`src/rtl/calc_e_iter.sv`:
```
// Iterative LABS energy engine: E = sum over lags k of C_k^2 for one sequence,
// LAGS_PER_CYCLE lags per cycle, with tag pass-through and a minimum-energy tracker.
module calc_e_iter #(
    parameter int SEQ_WIDTH      = 30,
    parameter int LAGS_PER_CYCLE = 4,
    parameter int E_WIDTH        = 20,
    parameter int TAG_WIDTH      = 8,
    localparam int LEN_W         = $clog2(SEQ_WIDTH + 1)
) (
    input  logic                 clk,
    input  logic                 rst,
    input  logic [SEQ_WIDTH-1:0] i_seq,
    input  logic [LEN_W-1:0]     i_len,
    input  logic [TAG_WIDTH-1:0] i_tag,
    input  logic                 i_valid,
    output logic                 o_ready,
    output logic [E_WIDTH-1:0]   o_e,
    output logic [TAG_WIDTH-1:0] o_tag,
    output logic                 o_valid,
    input  logic                 i_ready,
    input  logic                 i_clr_best,
    output logic [E_WIDTH-1:0]   o_best_e,
    output logic [TAG_WIDTH-1:0] o_best_tag
);
    // One extra bit on lag indices so k + LAGS_PER_CYCLE - 1 never wraps.
    localparam int KW    = LEN_W + 1;
    localparam int CW    = $clog2(SEQ_WIDTH) + 1;
    localparam int SQW   = 2 * CW;
    localparam int ACC_W = 3 * LEN_W;
    localparam int CMP_W = ((ACC_W > E_WIDTH) ? ACC_W : E_WIDTH) + 1;

    typedef enum logic [1:0] {IDLE, CALC, DONE} state_t;

    state_t               state_reg, state_next;
    logic [SEQ_WIDTH-1:0] seq_reg, seq_next;
    logic [LEN_W-1:0]     lc_reg, lc_next;
    logic [TAG_WIDTH-1:0] tag_reg, tag_next;
    logic [KW-1:0]        k_reg, k_next;
    logic [ACC_W-1:0]     acc_reg, acc_next;
    logic                 ready_reg, ready_next;
    logic                 valid_reg, valid_next;
    logic [E_WIDTH-1:0]   e_reg, e_next;
    logic [TAG_WIDTH-1:0] out_tag_reg, out_tag_next;
    logic [E_WIDTH-1:0]   best_e_reg, best_e_next;
    logic [TAG_WIDTH-1:0] best_tag_reg, best_tag_next;

    logic [LEN_W-1:0]     lc_in;
    logic [SEQ_WIDTH:0]   in_mask;
    logic [SQW-1:0]       sq_arr [LAGS_PER_CYCLE];
    logic [ACC_W-1:0]     lag_sum;
    logic                 last_step;
    logic [CMP_W-1:0]     acc_wide;
    logic [E_WIDTH-1:0]   e_sat;
    logic [E_WIDTH-1:0]   best_cmp;
    logic                 handshake;

    assign lc_in   = (i_len > LEN_W'(SEQ_WIDTH)) ? LEN_W'(SEQ_WIDTH) : i_len;
    assign in_mask = ((SEQ_WIDTH + 1)'(1) << lc_in) - (SEQ_WIDTH + 1)'(1);

    // One autocorrelation lane per lag evaluated this cycle.
    genvar gi;
    generate
        for (gi = 0; gi < LAGS_PER_CYCLE; gi++) begin : g_lag
            logic [KW-1:0]         lag;
            logic [KW-1:0]         run;
            logic                  lag_ok;
            logic [SEQ_WIDTH-1:0]  run_mask;
            logic [SEQ_WIDTH-1:0]  agree;
            logic [LEN_W-1:0]      a;
            logic signed [CW-1:0]  c;
            logic signed [SQW-1:0] c_ext;

            assign lag      = k_reg + KW'(gi);
            assign lag_ok   = lag < {1'b0, lc_reg};
            assign run      = {1'b0, lc_reg} - lag;
            assign run_mask = (SEQ_WIDTH'(1) << run) - SEQ_WIDTH'(1);
            assign agree    = ~(seq_reg ^ (seq_reg >> lag)) & run_mask;

            always_comb begin
                a = '0;
                for (int j = 0; j < SEQ_WIDTH; j++) begin
                    a = a + LEN_W'(agree[j]);
                end
            end

            // C_k = agreements - disagreements = 2a - run.
            assign c           = CW'({a, 1'b0}) - CW'(run);
            assign c_ext       = SQW'(c);
            assign sq_arr[gi]  = lag_ok ? SQW'(c_ext * c_ext) : '0;
        end
    endgenerate

    always_comb begin
        lag_sum = '0;
        for (int i = 0; i < LAGS_PER_CYCLE; i++) begin
            lag_sum = lag_sum + ACC_W'(sq_arr[i]);
        end
    end

    assign last_step = ({1'b0, k_reg} + (KW + 1)'(LAGS_PER_CYCLE)) >= (KW + 1)'(lc_reg);
    assign acc_wide  = CMP_W'(acc_reg);
    assign e_sat     = (acc_wide > CMP_W'({E_WIDTH{1'b1}})) ? {E_WIDTH{1'b1}}
                                                            : acc_wide[E_WIDTH-1:0];
    assign handshake = valid_reg & i_ready;

    always_comb begin
        state_next   = state_reg;
        seq_next     = seq_reg;
        lc_next      = lc_reg;
        tag_next     = tag_reg;
        k_next       = k_reg;
        acc_next     = acc_reg;
        valid_next   = valid_reg;
        e_next       = e_reg;
        out_tag_next = out_tag_reg;
        case (state_reg)
            IDLE: begin
                if (i_valid) begin
                    state_next = CALC;
                    seq_next   = i_seq & in_mask[SEQ_WIDTH-1:0];
                    lc_next    = lc_in;
                    tag_next   = i_tag;
                    k_next     = KW'(1);
                    acc_next   = '0;
                end
            end
            CALC: begin
                acc_next = acc_reg + lag_sum;
                k_next   = k_reg + KW'(LAGS_PER_CYCLE);
                if (last_step) begin
                    state_next = DONE;
                end
            end
            DONE: begin
                // First DONE cycle publishes the result; it then holds until taken.
                if (!valid_reg) begin
                    valid_next   = 1'b1;
                    e_next       = e_sat;
                    out_tag_next = tag_reg;
                end else if (i_ready) begin
                    valid_next = 1'b0;
                    state_next = IDLE;
                end
            end
            default: state_next = IDLE;
        endcase
        ready_next = (state_next == IDLE);
    end

    // A clear coinciding with a result handshake is applied before the compare.
    always_comb begin
        best_cmp      = i_clr_best ? {E_WIDTH{1'b1}} : best_e_reg;
        best_e_next   = best_cmp;
        best_tag_next = i_clr_best ? '0 : best_tag_reg;
        if (handshake && (e_reg < best_cmp)) begin
            best_e_next   = e_reg;
            best_tag_next = out_tag_reg;
        end
    end

    always_ff @(posedge clk) begin
        if (rst) begin
            state_reg    <= IDLE;
            seq_reg      <= '0;
            lc_reg       <= '0;
            tag_reg      <= '0;
            k_reg        <= '0;
            acc_reg      <= '0;
            ready_reg    <= 1'b1;
            valid_reg    <= 1'b0;
            e_reg        <= '0;
            out_tag_reg  <= '0;
            best_e_reg   <= '1;
            best_tag_reg <= '0;
        end else begin
            state_reg    <= state_next;
            seq_reg      <= seq_next;
            lc_reg       <= lc_next;
            tag_reg      <= tag_next;
            k_reg        <= k_next;
            acc_reg      <= acc_next;
            ready_reg    <= ready_next;
            valid_reg    <= valid_next;
            e_reg        <= e_next;
            out_tag_reg  <= out_tag_next;
            best_e_reg   <= best_e_next;
            best_tag_reg <= best_tag_next;
        end
    end

    assign o_ready    = ready_reg;
    assign o_valid    = valid_reg;
    assign o_e        = e_reg;
    assign o_tag      = out_tag_reg;
    assign o_best_e   = best_e_reg;
    assign o_best_tag = best_tag_reg;

endmodule

```
`config.mk`:
```
export PLATFORM = sky130hd
export DESIGN_NAME = calc_e_iter
export DESIGN_NICKNAME = d
export VERILOG_FILES = /design/src/rtl/calc_e_iter.sv
export SDC_FILE = /design/constraint.sdc
export NUM_CORES = 1
export LEC_CHECK = 0
export CAP_MARGIN = 20
export CORE_ASPECT_RATIO = 0.5
export CORE_UTILIZATION = 35
export DETAILED_ROUTE_END_ITERATION = 8
export PLACE_DENSITY = 0.6
export SETUP_SLACK_MARGIN = 0.1
export SLEW_MARGIN = 10
export SYNTH_ARGS = -nofsm -noshare
export SYNTH_HDL_FRONTEND = slang
export SYNTH_SLANG_ARGS = --single-unit
```
`constraint.sdc`:
```
create_clock -name clk -period 24.3 [get_ports clk]
set_clock_uncertainty 0.1 [all_clocks]
set_input_delay 2.43 -clock clk [delete_from_list [all_inputs] [get_ports clk]]
set_output_delay 2.43 -clock clk [all_outputs]
set_load 0.01 [all_outputs]
```
# Word-level counts from Yosys, hierarchy flattened
# Index checks and enable logic that the tools add are counted.
dict set report totals {
  reg_bits 124
  inputBits 48
  output_inout_bits 58
  word_cells 218
}
dict set report classes {
  addsub 138
  mul 4
  order_cmp 8
  eq_ne 3
  shifts 9
  mux 21
  bitwise 15
  n_reduce_logical 8
}
# operator count
set op_table {}
lappend op_table {{5-bit by 1-bit adder with 5-bit output} 100}
lappend op_table {{30-bit bitwise AND} 5}
lappend op_table {{30-bit by 2-bit subtractor with 30-bit output, second input constant} 5}
lappend op_table {{30-bit NOT} 4}
lappend op_table {{1-bit by 6-bit << shifter with 30-bit output, first input constant} 4}
lappend op_table {{30-bit by 6-bit right shift with 30-bit output} 4}
lappend op_table {{30-bit bitwise XOR} 4}
lappend op_table {{20-bit two-way mux} 3}
lappend op_table {{6-bit by 6-bit multiplier with 12-bit output} 4}
lappend op_table {{12-bit two-way mux} 4}
lappend op_table {{15-bit case mux with 2 select lines} 1}
lappend op_table {{1-bit by 5-bit << shifter with 30-bit output, first input constant} 1}
lappend op_table {{6-bit by 5-bit less-than comparator with 1-bit output} 4}
lappend op_table {{5-bit by 6-bit subtractor with 6-bit output} 4}
lappend op_table {{6-bit subtractor} 4}
lappend op_table {{4-bit by 1-bit adder with 5-bit output} 4}
lappend op_table {{15-bit by 20-bit > comparator with 1-bit output, second input constant} 1}
lappend op_table {{20-bit less-than comparator} 1}
lappend op_table {{3-bit by 1-bit adder with 4-bit output} 4}
lappend op_table {{8-bit two-way mux} 2}
lappend op_table {{14-bit by 12-bit adder with 15-bit output} 1}
lappend op_table {{15-bit adder} 1}
lappend op_table {{15-bit two-way mux} 1}
lappend op_table {{13-bit by 12-bit adder with 14-bit output} 1}
lappend op_table {{other kinds (24)} 39}

# Logic depth before layout (Yosys ltp)
dict set report logic_depth {
  ltp_word 42
  ltp_mapped 66
  depth_no_buf 62
}

# Least setup slack after synthesis
# OpenSTA, ideal clock, no wires.
dict set report synth_path {
  path_type {register to register}
  start {register k_reg[0]}
  end {register acc_reg[14]}
  setup_ps 74
  t_arrival_ps 15202
  required_time_ps 24126
  setup_slack_ps 8924
  stages_incl_launch_ff 60
  n_path_buf 10
  period_less_slack_ps 15376
  path_cell_list {dfxtp_1 -> buf_2 -> buf_2 -> inv_1 -> buf_2 -> buf_2 -> ha_1 -> clkbuf_1 -> buf_1 -> clkbuf_1 -> buf_1 -> nand3_1 -> ha_1 -> clkbuf_1 -> o21ai_2 -> a21o_1 -> xnor2_1 -> nor2_1 -> (+24 left out) -> nand2_1 -> nand2b_1 -> a21oi_1 -> xnor2_1 -> nand2_1 -> fa_1 -> inv_1 -> fa_1 -> inv_1 -> fa_1 -> inv_1 -> ha_1 -> and3_1 -> a2111oi_1 -> o31ai_1 -> xnor2_1 -> or3_1 -> a31oi_1}
}
dict set report synth_between {
  elab_chain_len 42
  elab_cells_between_ends 168
  cone_classes {135 x add/sub; 4 x mul; 4 x order compare; 8 x shift; 5 x mux; 12 x bitwise}
}
# element line_no
set synth_rtl {}
lappend synth_rtl {{start, declared} 38} ;# logic [KW-1:0] k_reg, k_next;
lappend synth_rtl {{start signal, assigned} 180} ;# k_reg <= k_next;
lappend synth_rtl {{6-bit by 1-bit adder with 6-bit output} 73} ;# assign lag = k_reg + KW'(gi);
lappend synth_rtl {{5-bit by 6-bit subtractor with 6-bit output / 30-bit by 6-bit right shift with 30-bit output (equally long branches)} {75, 77}}
lappend synth_rtl {{1-bit by 6-bit << shifter with 30-bit output / 30-bit bitwise XOR (equally long branches)} {76, 77}}
lappend synth_rtl {{30-bit by 2-bit subtractor with 30-bit output / 30-bit NOT (equally long branches)} {76, 77}}
lappend synth_rtl {{30-bit bitwise AND} 77} ;# assign agree = ~(seq_reg ^ (seq_reg >> lag)) & run_mask;
lappend synth_rtl {{1-bit by 1-bit adder with 2-bit output} 82} ;# a = a + LEN_W'(agree[j]);
lappend synth_rtl {{2-bit by 1-bit adder with 3-bit output} 82}
lappend synth_rtl {{3-bit by 1-bit adder with 4-bit output} 82}
lappend synth_rtl {{(+26 left out)} --}
lappend synth_rtl {{6-bit subtractor} 87} ;# assign c = CW'({a, 1'b0}) - CW'(run);
lappend synth_rtl {{6-bit by 6-bit multiplier with 12-bit output} 89} ;# assign sq_arr[gi] = lag_ok ? SQW'(c_ext * c_ext) : '0;
lappend synth_rtl {{12-bit two-way mux} 89}
lappend synth_rtl {{12-bit by 12-bit adder with 13-bit output} 96} ;# lag_sum = lag_sum + ACC_W'(sq_arr[i]);
lappend synth_rtl {{13-bit by 12-bit adder with 14-bit output} 96}
lappend synth_rtl {{14-bit by 12-bit adder with 15-bit output (*)} 96}
lappend synth_rtl {{15-bit adder (*)} 128} ;# acc_next = acc_reg + lag_sum;
lappend synth_rtl {{15-bit case mux with 2 select lines (*)} 116} ;# case (state_reg)
lappend synth_rtl {{end signal, assigned} 181} ;# acc_reg <= acc_next;
lappend synth_rtl {{end, declared} 39} ;# logic [ACC_W-1:0] acc_reg, acc_next;
# Every way passes the cells marked *; elsewhere a longest branch is shown, timed or not.
# A chain may end at the register's enable or synchronous reset.

# Worst setup path in the final report
dict set report layout_path {
  start {register k_reg[2]}
  end {register acc_reg[14]}
}
# The elaborated chain is that of the path after synthesis.

==> impl_metrics.ini <==
[outcome]
run_status = finished clean

[routing]
finalWirelength_mm = 67.2
drc = 0
viasPerCell = 5.44
dr.pass1.iters = 5
drtIter0Drc = 1696
vias = 19593
ant_nets = 0
avgRoutedWirePerCell_um = 18.6

[layout]
fillCellCount = 6287
largest_reg_flops = 30
area_growth_pct = 10.1
diodes = 0
layout-drive-gt1-share = 0.0551
nets = 3217
fin_area_um2 = 23900

[synthesis]
yosysWarnings = 0
synth.distinct_cells = 87
synth-edff-count = 0
async_flop_share = 0
ys_seq_area_frac = 0.109
syn_avg_cell_area_um2 = 7.78
ys.flop_type = dfxtp_1
ys_ff_latch = 118
netlist_instances = 2783
syn_area_um2 = 21700

[clock_tree]
cts.sinks = 118
clk-insertion-delay-late_ns = 0.44
root_buffer = clkbuf_16
cts_tree = done
clk_path_buf_depth = 2
h-tree-depth = 4
hold_buffers = 0
ctsResizeCount = 0
post_cts_buffers = 0
clk_pin_slew_ns = 0.07
cts_buffers = 17

[grt]
grt_pass1_wl_mm = 106
grt_usage = 0.212
grt.overflow.total = 0
grt_max_degree = 96
antenna_found_initial = 1
grt_pass1_vias = 19026

[floorplanning]
coreArea_um2 = 61100
dieArea_um2 = 62900
top_level_ports = 106
die_h_um = 178
num_rows = 64
start_util = 0.354
fp.dieW_um = 354

[critical_path]
slowest_delay_ns = 0.82
crit_top_cell = fa_1
reg2reg_slack_ns = 7.21
path_delay_family = adder cells
arrival_ns = 17.35
crit_type = register to register
cp-end-kind = register
crit_buf_inv = 8
rr_endpoint = acc_reg[14]
crit_fanout = 28
cpMaxStageDelayCell = ha_1
crit_cells = 53
worst_setup_path_start_kind = register
required_ns = 24.56
rr_worst_depth = 53
r2r-start = k_reg[2]

[placement]
dp_hpwl_mm = 52.1
gp_congestion = 0.996
port_buffers = 100
place_ws_ns = 7.35
placed_area_um2 = 23200

[sta]
setup_viol = 0
tns_ns = 0
fin_crit_ns = 17.09
relSlewSlack = 0.332
finalHoldViolations = 0
max_freq_mhz = 58.5
worst_slew_pin_slew_ns = 0.999
setup_ws_ns = 7.21
fin_hold_ws_ns = 0.358
final-max-slew-violation-count = 0
fin_crit_sh = 0.703
rsz0062_at_grt = no

[min_path]
whs_endpoint = o_tag[0]
holdCritPathClass = register to register
holdPathStages = 2
hp-start = tag_reg[0]

[job]
cap_violations = 0
[final cells by class]
class / instances / area, µm² / area share
inverter: 281 / 1050 / 0.0442
tap: 825 / 1030 / 0.0433
timing repair buffer: 136 / 1270 / 0.0531
clock buffer: 17 / 425 / 0.0178
clock inverter: 15 / 190 / 0.00797
sequential: 118 / 2360 / 0.0991
multi-input combinational: 2211 / 17500 / 0.735
[metal layers]
| metal | up-vias | part of all wire | GRT usage |
|---|---|---|---|
| li1 | 9315 | - | - |
| met1 | 9465 | 0.46 | 0.300 |
| met2 | 694 | 0.44 | 0.335 |
| met3 | 119 | 0.067 | 0.0287 |
| met4 | 0 | 0.025 | 0.0604 |
| met5 | - | 0 | 0 |
[per-stage QoR]
step	cells	util
finish	3603	0.390
global route	3603	0.390
CTS	3603	0.390
global placement	3570	0.380
floorplan	2787	-
detailed placement	3571	0.380
[how the worst max path moves through the flow]
stage / from / to / slack [ns]
after detailed placement: k_reg[2] / acc_reg[14] / 7.35
after floorplan: k_reg[0] / acc_reg[14] / 8.92
after CTS: k_reg[2] / acc_reg[14] / 7.33
after global routing: k_reg[2] / acc_reg[14] / 6.10
after global placement: k_reg[2] / acc_reg[14] / 7.72
final: k_reg[2] / acc_reg[14] / 7.21
[cells in the final DEF, fill, tap and decap left out, types with 14 or more instances in the layout]
cell / Yosys / routed
clkdlybuf4s50_1: 0 / 99
or3_1: 14 / 14
nor2_1: 236 / 236
nor4b_1: 16 / 16
o21bai_1: 14 / 14
and2_1: 38 / 38
nand2b_1: 24 / 24
ha_1: 199 / 198
nand2_1: 360 / 360
xnor2_1: 120 / 120
a21o_1: 53 / 53
a22oi_1: 18 / 18
fa_1: 205 / 205
buf_4: 7 / 36
nand4_1: 16 / 16
nand3_1: 71 / 71
o41ai_1: 17 / 17
mux2_2: 17 / 17
dfxtp_1: 118 / 117
o21ai_1: 15 / 15
nor2b_1: 18 / 18
mux2i_1: 52 / 52
xor2_1: 89 / 89
o21ai_0: 85 / 85
nor3_1: 58 / 58
a21oi_1: 203 / 203
o211ai_1: 20 / 20
clkbuf_16: 0 / 17
a211oi_1: 36 / 36
inv_1: 269 / 269
[worst min-delay path, delay by kind of cell (launching register included)]
| kind | cells | cell delay (ns) |
|---|---|---|
| compound gates | 1 | 0.05 |
| flops | 1 | 0.31 |
| simple gates | 1 | 0.05 |
[cell usage after synthesis (17+ instances only)]
| library cell | instances | area, µm² |
|---|---|---|
| nand2_1 | 360 | 1350 |
| inv_1 | 269 | 1010 |
| nor2_1 | 236 | 886 |
| fa_1 | 205 | 4100 |
| a21oi_1 | 203 | 1020 |
| ha_1 | 199 | 2490 |
| xnor2_1 | 120 | 1050 |
| clkbuf_1 | 119 | 447 |
| dfxtp_1 | 118 | 2360 |
| xor2_1 | 89 | 780 |
| o21ai_0 | 85 | 425 |
| nand3_1 | 71 | 355 |
| nor3_1 | 58 | 290 |
| a21o_1 | 53 | 398 |
| mux2i_1 | 52 | 521 |
| and2_1 | 38 | 238 |
| a211oi_1 | 36 | 270 |
| buf_2 | 27 | 135 |
| nand2b_1 | 24 | 150 |
| buf_1 | 22 | 82.6 |
| o211ai_1 | 20 | 150 |
| a22oi_1 | 18 | 135 |
| nor2b_1 | 18 | 113 |
| mux2_2 | 17 | 191 |
| o41ai_1 | 17 | 149 |
[cells by family after synthesis]
group / count (synthesis) / share of synthesized area
DFF: 118 / 0.109
xor gates and xnor gates: 224 / 0.0979
muxes: 75 / 0.0391
and+or+nand+nor: 920 / 0.194
AOI/OAI and AO/OA: 583 / 0.172
adders and majority gates: 404 / 0.304
buffers and inverters: 458 / 0.0828
other: 1 / 0.000173
Power is left out: the tool's default activity adds up to more than one toggle a clock period on the data nets, which glitch-free logic cannot reach.
